===== src/rtl/majority_vote_filter.sv =====
// Streaming k-of-N majority vote with a W-deep temporal vote window.
// One registered output stage with valid/ready on both sides.
module majority_vote_filter #(
  parameter int N      = 4,
  parameter int W      = 4,
  parameter int WIN_TH = 3,
  localparam int CW    = $clog2(N + 1),
  localparam int WCW   = $clog2(W + 1)
) (
  input  logic          clk,
  input  logic          rst_n,
  input  logic          in_valid,
  output logic          in_ready,
  input  logic [N-1:0]  in_data,
  input  logic [CW-1:0] thresh,
  input  logic          clear,
  output logic          out_valid,
  input  logic          out_ready,
  output logic          out_vote,
  output logic [CW-1:0] out_count,
  output logic          out_filt,
  output logic          out_unan,
  output logic          out_win_full
);

  logic [W-1:0]   hist;
  logic [WCW-1:0] wcount;
  logic [WCW-1:0] fill;

  logic           accept;
  logic [CW-1:0]  count;
  logic           vote;
  logic           unan;
  logic [W-1:0]   hist_base;
  logic [W-1:0]   hist_next;
  logic           dropped;
  logic [WCW-1:0] wcount_base;
  logic [WCW-1:0] wcount_next;
  logic [WCW-1:0] fill_base;
  logic [WCW-1:0] fill_next;

  assign in_ready = !out_valid || out_ready;
  assign accept   = in_valid && in_ready;

  always_comb begin
    count = '0;
    for (int i = 0; i < N; i++) begin
      count = count + CW'(in_data[i]);
    end
  end

  // thresh above N can never be met since count tops out at N
  assign vote = (count >= thresh);
  assign unan = (in_data == '0) || (&in_data);

  // clear takes effect before a same-cycle accept, so the new vote opens a fresh window
  assign hist_base   = clear ? '0 : hist;
  assign wcount_base = clear ? '0 : wcount;
  assign fill_base   = clear ? '0 : fill;

  assign dropped     = hist_base[W-1];
  assign hist_next   = W'({hist_base, vote});
  assign wcount_next = wcount_base + WCW'(vote) - WCW'(dropped);
  assign fill_next   = (fill_base == WCW'(W)) ? fill_base : fill_base + WCW'(1);

  always_ff @(posedge clk or negedge rst_n) begin
    if (!rst_n) begin
      hist         <= '0;
      wcount       <= '0;
      fill         <= '0;
      out_valid    <= 1'b0;
      out_vote     <= 1'b0;
      out_count    <= '0;
      out_filt     <= 1'b0;
      out_unan     <= 1'b0;
      out_win_full <= 1'b0;
    end else begin
      if (accept) begin
        hist         <= hist_next;
        wcount       <= wcount_next;
        fill         <= fill_next;
        out_vote     <= vote;
        out_count    <= count;
        out_filt     <= (wcount_next >= WCW'(WIN_TH));
        out_unan     <= unan;
        out_win_full <= (fill_next == WCW'(W));
      end else if (clear) begin
        hist   <= '0;
        wcount <= '0;
        fill   <= '0;
      end

      if (accept) begin
        out_valid <= 1'b1;
      end else if (out_ready) begin
        out_valid <= 1'b0;
      end
    end
  end

endmodule


===== config.mk =====
export PLATFORM = sky130hd
export DESIGN_NAME = majority_vote_filter
export DESIGN_NICKNAME = d
export VERILOG_FILES = /design/src/rtl/majority_vote_filter.sv
export SDC_FILE = /design/constraint.sdc
export NUM_CORES = 1
export LEC_CHECK = 0
export ABC_CLOCK_PERIOD_IN_PS = 2850
export CAP_MARGIN = 10
export CELL_PAD_IN_SITES_DETAIL_PLACEMENT = 0
export CELL_PAD_IN_SITES_GLOBAL_PLACEMENT = 1
export CORE_MARGIN = 2
export CORE_UTILIZATION = 39
export CTS_CLUSTER_DIAMETER = 80
export DETAILED_ROUTE_END_ITERATION = 16
export PLACE_DENSITY = 0.79
export SETUP_SLACK_MARGIN = 0.1
export SYNTH_ARGS = -nofsm -noshare
export SYNTH_HDL_FRONTEND = slang
export SYNTH_SLANG_ARGS = --single-unit

===== constraint.sdc =====
create_clock -name clk -period 2.85 [get_ports clk]
set_input_delay 0.285 -clock clk [delete_from_list [all_inputs] [get_ports clk]]
set_output_delay 0.285 -clock clk [all_outputs]
set_load 0.01 [all_outputs]

==> results.md <==
* Global route hottest layer: met2
* Final Hold Fails at 0
* Critical path's most frequent cell: ha_4
* Row count at 19
* Pwr Total at 0.675 mW
* Synth cell types at 33
* Most common cell after layout, fill and taps aside: nand2_1
* Routed wire length at 2100 um
* Status: finished clean
* Avg Inst Size Synth at 9.54 sq um
* Initial core utilization at 41.2%
* Longest Clk Path Bufs at 2
* Largest net degree at the start of global routing at 19
* Commonest non-fill, non-tap cells in the layout: nand2_1, dfrtp_1, clkdlybuf4s50_1
* # diodes at 0
* TritonCTS Buffers at 3
* Number of enable flip-flop cells after synthesis at 0
* R2R cell count at 9
* HP Class: in2reg
* Gr ovfl total at 0
* Setup crit end kind: flip-flop
* Post-route cell area at 1520 sq um
* Hold Crit Depth at 5
* WHS Endpoint: out_unan$_DFFE_PN0P_
* Post-synth top area share at 39.3%
* Warnings from Yosys at 0
* CTS Sinks at 18
* Met1 Usage GRT at 18.5%
* Vias per Instance at 4.97
* Slew margin rel. at 46.0%
* Setup CP Type: in2reg
* Min-delay src: in_data[3]
* ANT nets after route at 0
* Worst R2R End: wcount[2]$_DFF_PN0_
* Mapped Area at 1140 sq um
* Cell taking the most area after synthesis: dfrtp_1
* Root buffer cell: clkbuf_4
* Antenna violations before repair at 0
* Area after DPL at 1420 sq um
* R2r setup slk at 790 ps
* Crit-path leading delay family: adder cells
* Crit start category: input port
* Dominant synthesized flop cell: dfrtp_1
* Endpoints failing setup at 0
* Crit path cell chain: buf_2, fa_1, ha_4, ha_4, ha_4, a21o_1, a21oi_2, inv_1, ha_2, fa_2, nor2b_4, a31o_1, a22oi_1, o22ai_1
* Largest cells by area after synthesis: dfrtp_1, ha_1, nand2_1, nand2b_1, fa_1
* Data required, critical path at 3030 ps
* CTS tree: yes
* FF+latch count, synth at 18
* Register area share after synthesis at 39.3%
* CP max stage delay at 500 ps
* Met2 usage at 23.2%
* Worst VDD drop at 0.382 mV
* Vias at 894
* Fin crit period at 2830 ps
* Period utilization at 99.3%
* Die area at 3380 sq um
* Met3 Usage GRT at 4.46%
* Die Span Y at 58.2 um
* Worst-path clk slew at 100 ps
* Slew of the pin with the lowest slew margin at 808 ps
* Max-slew violations at 0
* Final HPWL DP at 1530 um
* DRC viols at 0
* Wire per inst at 11.7 um
* Peak Freq at 0.353 GHz
* Io pins at 21
* Mapped Nets at 145
* First-pass GRT wire length at 3730 um
* RSZ-0062 raised after global routing: yes
* P_leak at 0.706 nW
* PwrDens at 444 nW/um^2
* Gr usage total at 14.2%
* Synthesized instance count at 120
* TritonRoute pass-1 iters at 4
* Clock skew at 1.10 ps
* Drt first-iter violations at 15
* Nets@finish at 175
* Die W at 58.2 um
* Number of global-route vias before repair at 859
* GP Congestion at 0.772
* Worst Path Arrival at 3010 ps
* CP max stage cell: fa_1
* Synth-to-Final Area Change at 32.7%
* Worst-Skew Late Latency at 290 ps
* Buffers on Ports at 20
* CP Max Fanout at 2
* Buf+Inv Stages, Crit Path at 2
* Htree depth at 1
* Max Cap Viol at 0
* Critical R2R Launch: hist[3]$_DFF_PN0_
* Layout cells sized above 1 at 24.8%
* Ys async rst share at 100%
* Core footprint at 2780 sq um
[kinds of logic after synthesis]
| family | after synthesis | share of synthesized area, % |
|---|---|---|
| adder cells (fa/ha/maj) | 13 | 15.5 |
| buffers and inverters | 15 | 7.32 |
| AND/OR/NAND/NOR | 50 | 22.0 |
| flip-flops | 18 | 39.3 |
| AO/OA/AOI/OAI | 20 | 12.5 |
| XOR/XNOR | 2 | 1.53 |
| multiplexers | 2 | 1.86 |
[registers in the layout, summed over array words and instances, names as in the netlist]
name          count
hist              4
fill              3
out_count         3
wcount            3
out_filt          1
out_unan          1
out_valid         1
out_vote          1
out_win_full      1
[through the flow]
step,worst slack (ps),hold WS [ps],util [%],TNS (ps),cells
CTS,-12.8,362,53.3,-12.8,178
finish,19.6,380,54.6,0,180
floorplan,-194,-10.6,-,-194,120
global placement,-685,464,50.9,-1620,172
detailed placement,-730,478,50.9,-1770,172
global route,-54.1,415,54.6,-54.1,180
[cell type report]
class,count,area (sq um)
tap,31,38.8
clock buffer,4,36.3
sequential,18,450
fill,255,1260
timing repair buffer,30,267
multi-input combinational,87,687
inverter,10,40.0
[where the power goes]
| part | total, mW | internal, mW | switching (mW) | leakage (nW) |
|---|---|---|---|---|
| Sequential | 0.297 | 0.282 | 0.0151 | 0.235 |
| Combinational | 0.219 | 0.123 | 0.0962 | 0.450 |
| Clock | 0.158 | 0.0779 | 0.0801 | 0.0210 |
| Total | 0.675 | 0.483 | 0.191 | 0.706 |
[what timing repair did]
action | in CTS | in global routing
hold buffers | 0 | 0
setup endpoints to repair | 3 | 1
buffers inserted | 2 | 2
resized for setup | 16 | 4
pin swaps | 9 | 10
[synth_stat cells (2+ instances only)]
cell type  count
nand2b_1       8
nor2_1         7
fa_1           2
nand3_1        2
o21ai_2        2
dfrtp_1       18
a21oi_1        6
o21ai_0        5
buf_6          2
nor2b_1        3
ha_1          11
nand2_1       23
a31oi_1        2
inv_1         10
[worst max-delay path by stage]
stage                     from             endpoint  slack, ps  depth (start not counted)
finish              in_data[3]  wcount[2]$_DFF_PN0_         20                         14
global route        in_data[3]  wcount[2]$_DFF_PN0_        -50                         15
CTS                 in_data[0]  wcount[2]$_DFF_PN0_        -10                         15
detailed placement  in_data[3]  wcount[2]$_DFF_PN0_       -730                         15
global placement    in_data[3]  wcount[2]$_DFF_PN0_       -680                         15
floorplan           in_data[3]  wcount[2]$_DFF_PN0_       -190                         14
[layer usage]
layer,wire (um),share of wire [%],vias up
met5,0,0,-
met4,18,0.86,0
met3,76,3.6,4
met2,990,47,15
met1,1010,48,423
li1,-,-,452
[worst reg2reg max path: cells and delay by family (launching register included)]
family | cells | cell delay [ps]
AOI/OAI and AO/OA | 3 | 450
DFF | 1 | 390
adders and majority gates | 3 | 810
and+or+nand+nor | 2 | 260
buffers and inverters | 1 | 40
(Power assumes the default switching activity.)
==> edit: new RTL, config.mk and constraints unchanged <==
`W`: 4 -> 8.
--- a/src/rtl/majority_vote_filter.sv
+++ b/src/rtl/majority_vote_filter.sv
@@ -3,5 +3,5 @@
 module majority_vote_filter #(
   parameter int N      = 4,
-  parameter int W      = 4,
+  parameter int W      = 8,
   parameter int WIN_TH = 3,
   localparam int CW    = $clog2(N + 1),
Check against the original RTL: not equivalent (a bounded check fails within 10 cycles, from zero or initial values and one cycle with rst_n low).
==> edit against the unedited design <==
Count of clock-buffer cells in the layout did not move; maximum frequency rose by 9.4%; synthesized area rose by 19%; clock power rose by 16%; final area rose by 14%; sequential cell count rose by 6; power rose by 15%; routed wire length rose by 25%; worst setup slack improved by 0.24 ns; critical endpoint is now out_filt; largest cell class unchanged; largest power group unchanged; highest routed layer unchanged.
==> edit: results (changes against the unedited design) <==
The run finished with clean final reports. The power in sequential cells is 386 µW (+30%). In the synthesized netlist, the cells that appear most often are nand2_1, dfrtp_1, ha_1, inv_1, a21oi_1.

The run gives 26.9% (-5.6 points) as the power share of the combinational group. The largest registers in the layout are hist: 8 flops, fill: 4 flops, wcount: 4 flops. The tools report the startpoint of the worst hold path as in_data[3]. For the yosys synthesis warning count, the log shows 0 (unchanged). The run gives 85 µm (+12%) as the sum of met3 wire segment lengths after detailed routing.

The number of distinct standard cells referenced by the synthesized netlist is 26 (-21%). The total number of vias came out at 1059 (+18%). The fraction of met2 tracks used by global routing came out at 23.54% (+0.32 points).

The share of layout cells above drive strength 1 is 15.29% (-9.5 points). hist holds more flip-flops than any other register. The run gives 0.7339 (-4.9%) as the final weighted congestion in routability-driven placement. The first-pass GRT wire length is 4705 µm (+26%), and the cell count of the worst hold path is 3 (-2). The switching part of the total is 28.55% (+0.18 points), and the measured slew at the worst slew-check pin is 0.7310 ns (-0.07706 ns).

The portion of netlist area occupied by mux cells is 0% (-1.9 points). The post-route total power is 778.6 µW (+15%), and the met1 layer usage reported by global route is 19.31% (+0.82 points). In this run the critical register-to-register path is captured at out_filt. The clock slew seen by the registers of the worst setup and hold paths came out at 0.14 ns (+0.04 ns). The run gives 25 (+10) as the initial DRC count. The first-pass iteration count of the detailed router is 4 (unchanged), and the cell count of the worst reg-to-reg path is 9 (unchanged).

The maximum number of pins on one net before global-route repair came out at 25 (+6). The standby leakage power is 0.8020 nW (+14%). The number of buffers between clock root and the deepest sink was 2 (unchanged). By area the synthesized netlist is led by dfrtp_1, ha_1, nand2_1, a21oi_1, o21ai_0. The run gives 1870 µm (+22%) as the detailed-placement wirelength estimate. The number of antenna violations at the first check in global routing was 0 (unchanged); the number of nets produced by synthesis was 173 (+19%). Compound-gate portion of the synthesized area: 11.86% (-0.60 points).

The worst hold path terminates at out_unan. The adder-cell area share of the yosys netlist works out to 14.89% (-0.63 points). The async set-or-reset flop fraction in the synthesized netlist came out at 100.0% (unchanged). The overall track demand over capacity in global routing came out at 14.69% (+0.50 points).

Antenna cell count: 0 (unchanged). Wire length reported by the detailed router: 2631 µm (+25%). The class of the tightest hold or removal check is input pin to flop.

The biggest fanout along the worst timing path works out to 2 (unchanged). The cell sitting at the root of the clock tree is a clkbuf_4. The clock network latency to the later pin of the worst-skew pair was 0.32 ns (+0.03 ns); the number of nets in the layout was 198 (+13%).

The sequential area share after synthesis is 44.12% (+4.8 points), and the detailed-route wire length on metal 1 is 1295 µm (+28%). The highest metal layer with signal wires was met4. The run gives 2.84 ns (-0.17 ns) as the critical path data arrival time. The met2 wire length was 1167 µm (+18%).

The met3 usage in global routing was 2.143% (-2.3 points); the clock buffer count from CTS was 3 (unchanged). The number of buffers inserted by port buffering is 20 (unchanged). The xor and xnor fraction of the mapped netlist area is 3.860% (+2.3 points), and the largest vdd supply drop is 187.6 µV (-51%). The H-tree depth is 1 (unchanged). Clock skew after layout: 0.008440 ns (+0.007337 ns). The tools report the origin of the critical flop-to-flop path as hist[7]. The run gives 0.89 ns (+0.10 ns) as the slack of the worst reg-to-reg path.
==> edit: changes by cell type after synthesis, moves of 2 or more <==
cell / change
a21oi_1: +6
buf_2: +4
buf_6: -2
dfrtp_1: +6
ha_1: +2
inv_1: +3
nand2_1: +5
nor2b_1: -2
o21ai_0: +6
o21ai_2: -2
xnor2_1: +4
==> edit: how the worst max path moves through the flow <==
stage	start	to	slack [ns]	cells past startpoint
finish	in_data[0]	out_filt	0.26	14
CTS	in_data[3]	out_filt	0.10	15
floorplan	in_data[3]	out_filt	0.1	14
global placement	in_data[3]	wcount[1]	-0.47	13
detailed placement	in_data[3]	out_filt	-0.50	14
global route	in_data[0]	out_filt	0.13	14
==> edit: what timing repair did <==
action	in CTS	in global routing
buffers inserted	0	1
resized for setup	12	4
pin swaps	7	7
endpoints found under the setup margin	4	3
==> edit: final cells by class <==
class                   count  area, µm²
multi-input cells         103      750.7
fillers                   325       1613
inverters                  13      48.80
clock buffers               4      36.28
well taps                  46      57.56
repair buffers             26      230.2
flip-flops and latches     24      600.6
==> edit: worst max-delay path, cell delays in order <==
cell	delay, ns
buf_2	0.11
fa_1	0.52
ha_4	0.19
ha_4	0.27
ha_4	0.19
a21o_1	0.18
a21oi_2	0.14
inv_1	0.06
ha_2	0.18
inv_2	0.05
fa_1	0.42
inv_1	0.08
a21oi_2	0.05
a31oi_1	0.13
==> edit: metrics by stage <==
stage | TNS, ns | instance area, µm² | instances | hold WS, ns | setup WS (ns)
finish | 0 | 1724 | 216 | 0.2776 | 0.2633
global route | 0 | 1724 | 216 | 0.2870 | 0.1280
CTS | 0 | 1694 | 215 | 0.3158 | 0.1030
detailed placement | -1.919 | 1659 | 211 | 0.4714 | -0.5017
global placement | -1.758 | 1659 | 211 | 0.4591 | -0.4651
floorplan | 0 | 1393 | 146 | -0.01059 | 0.09868
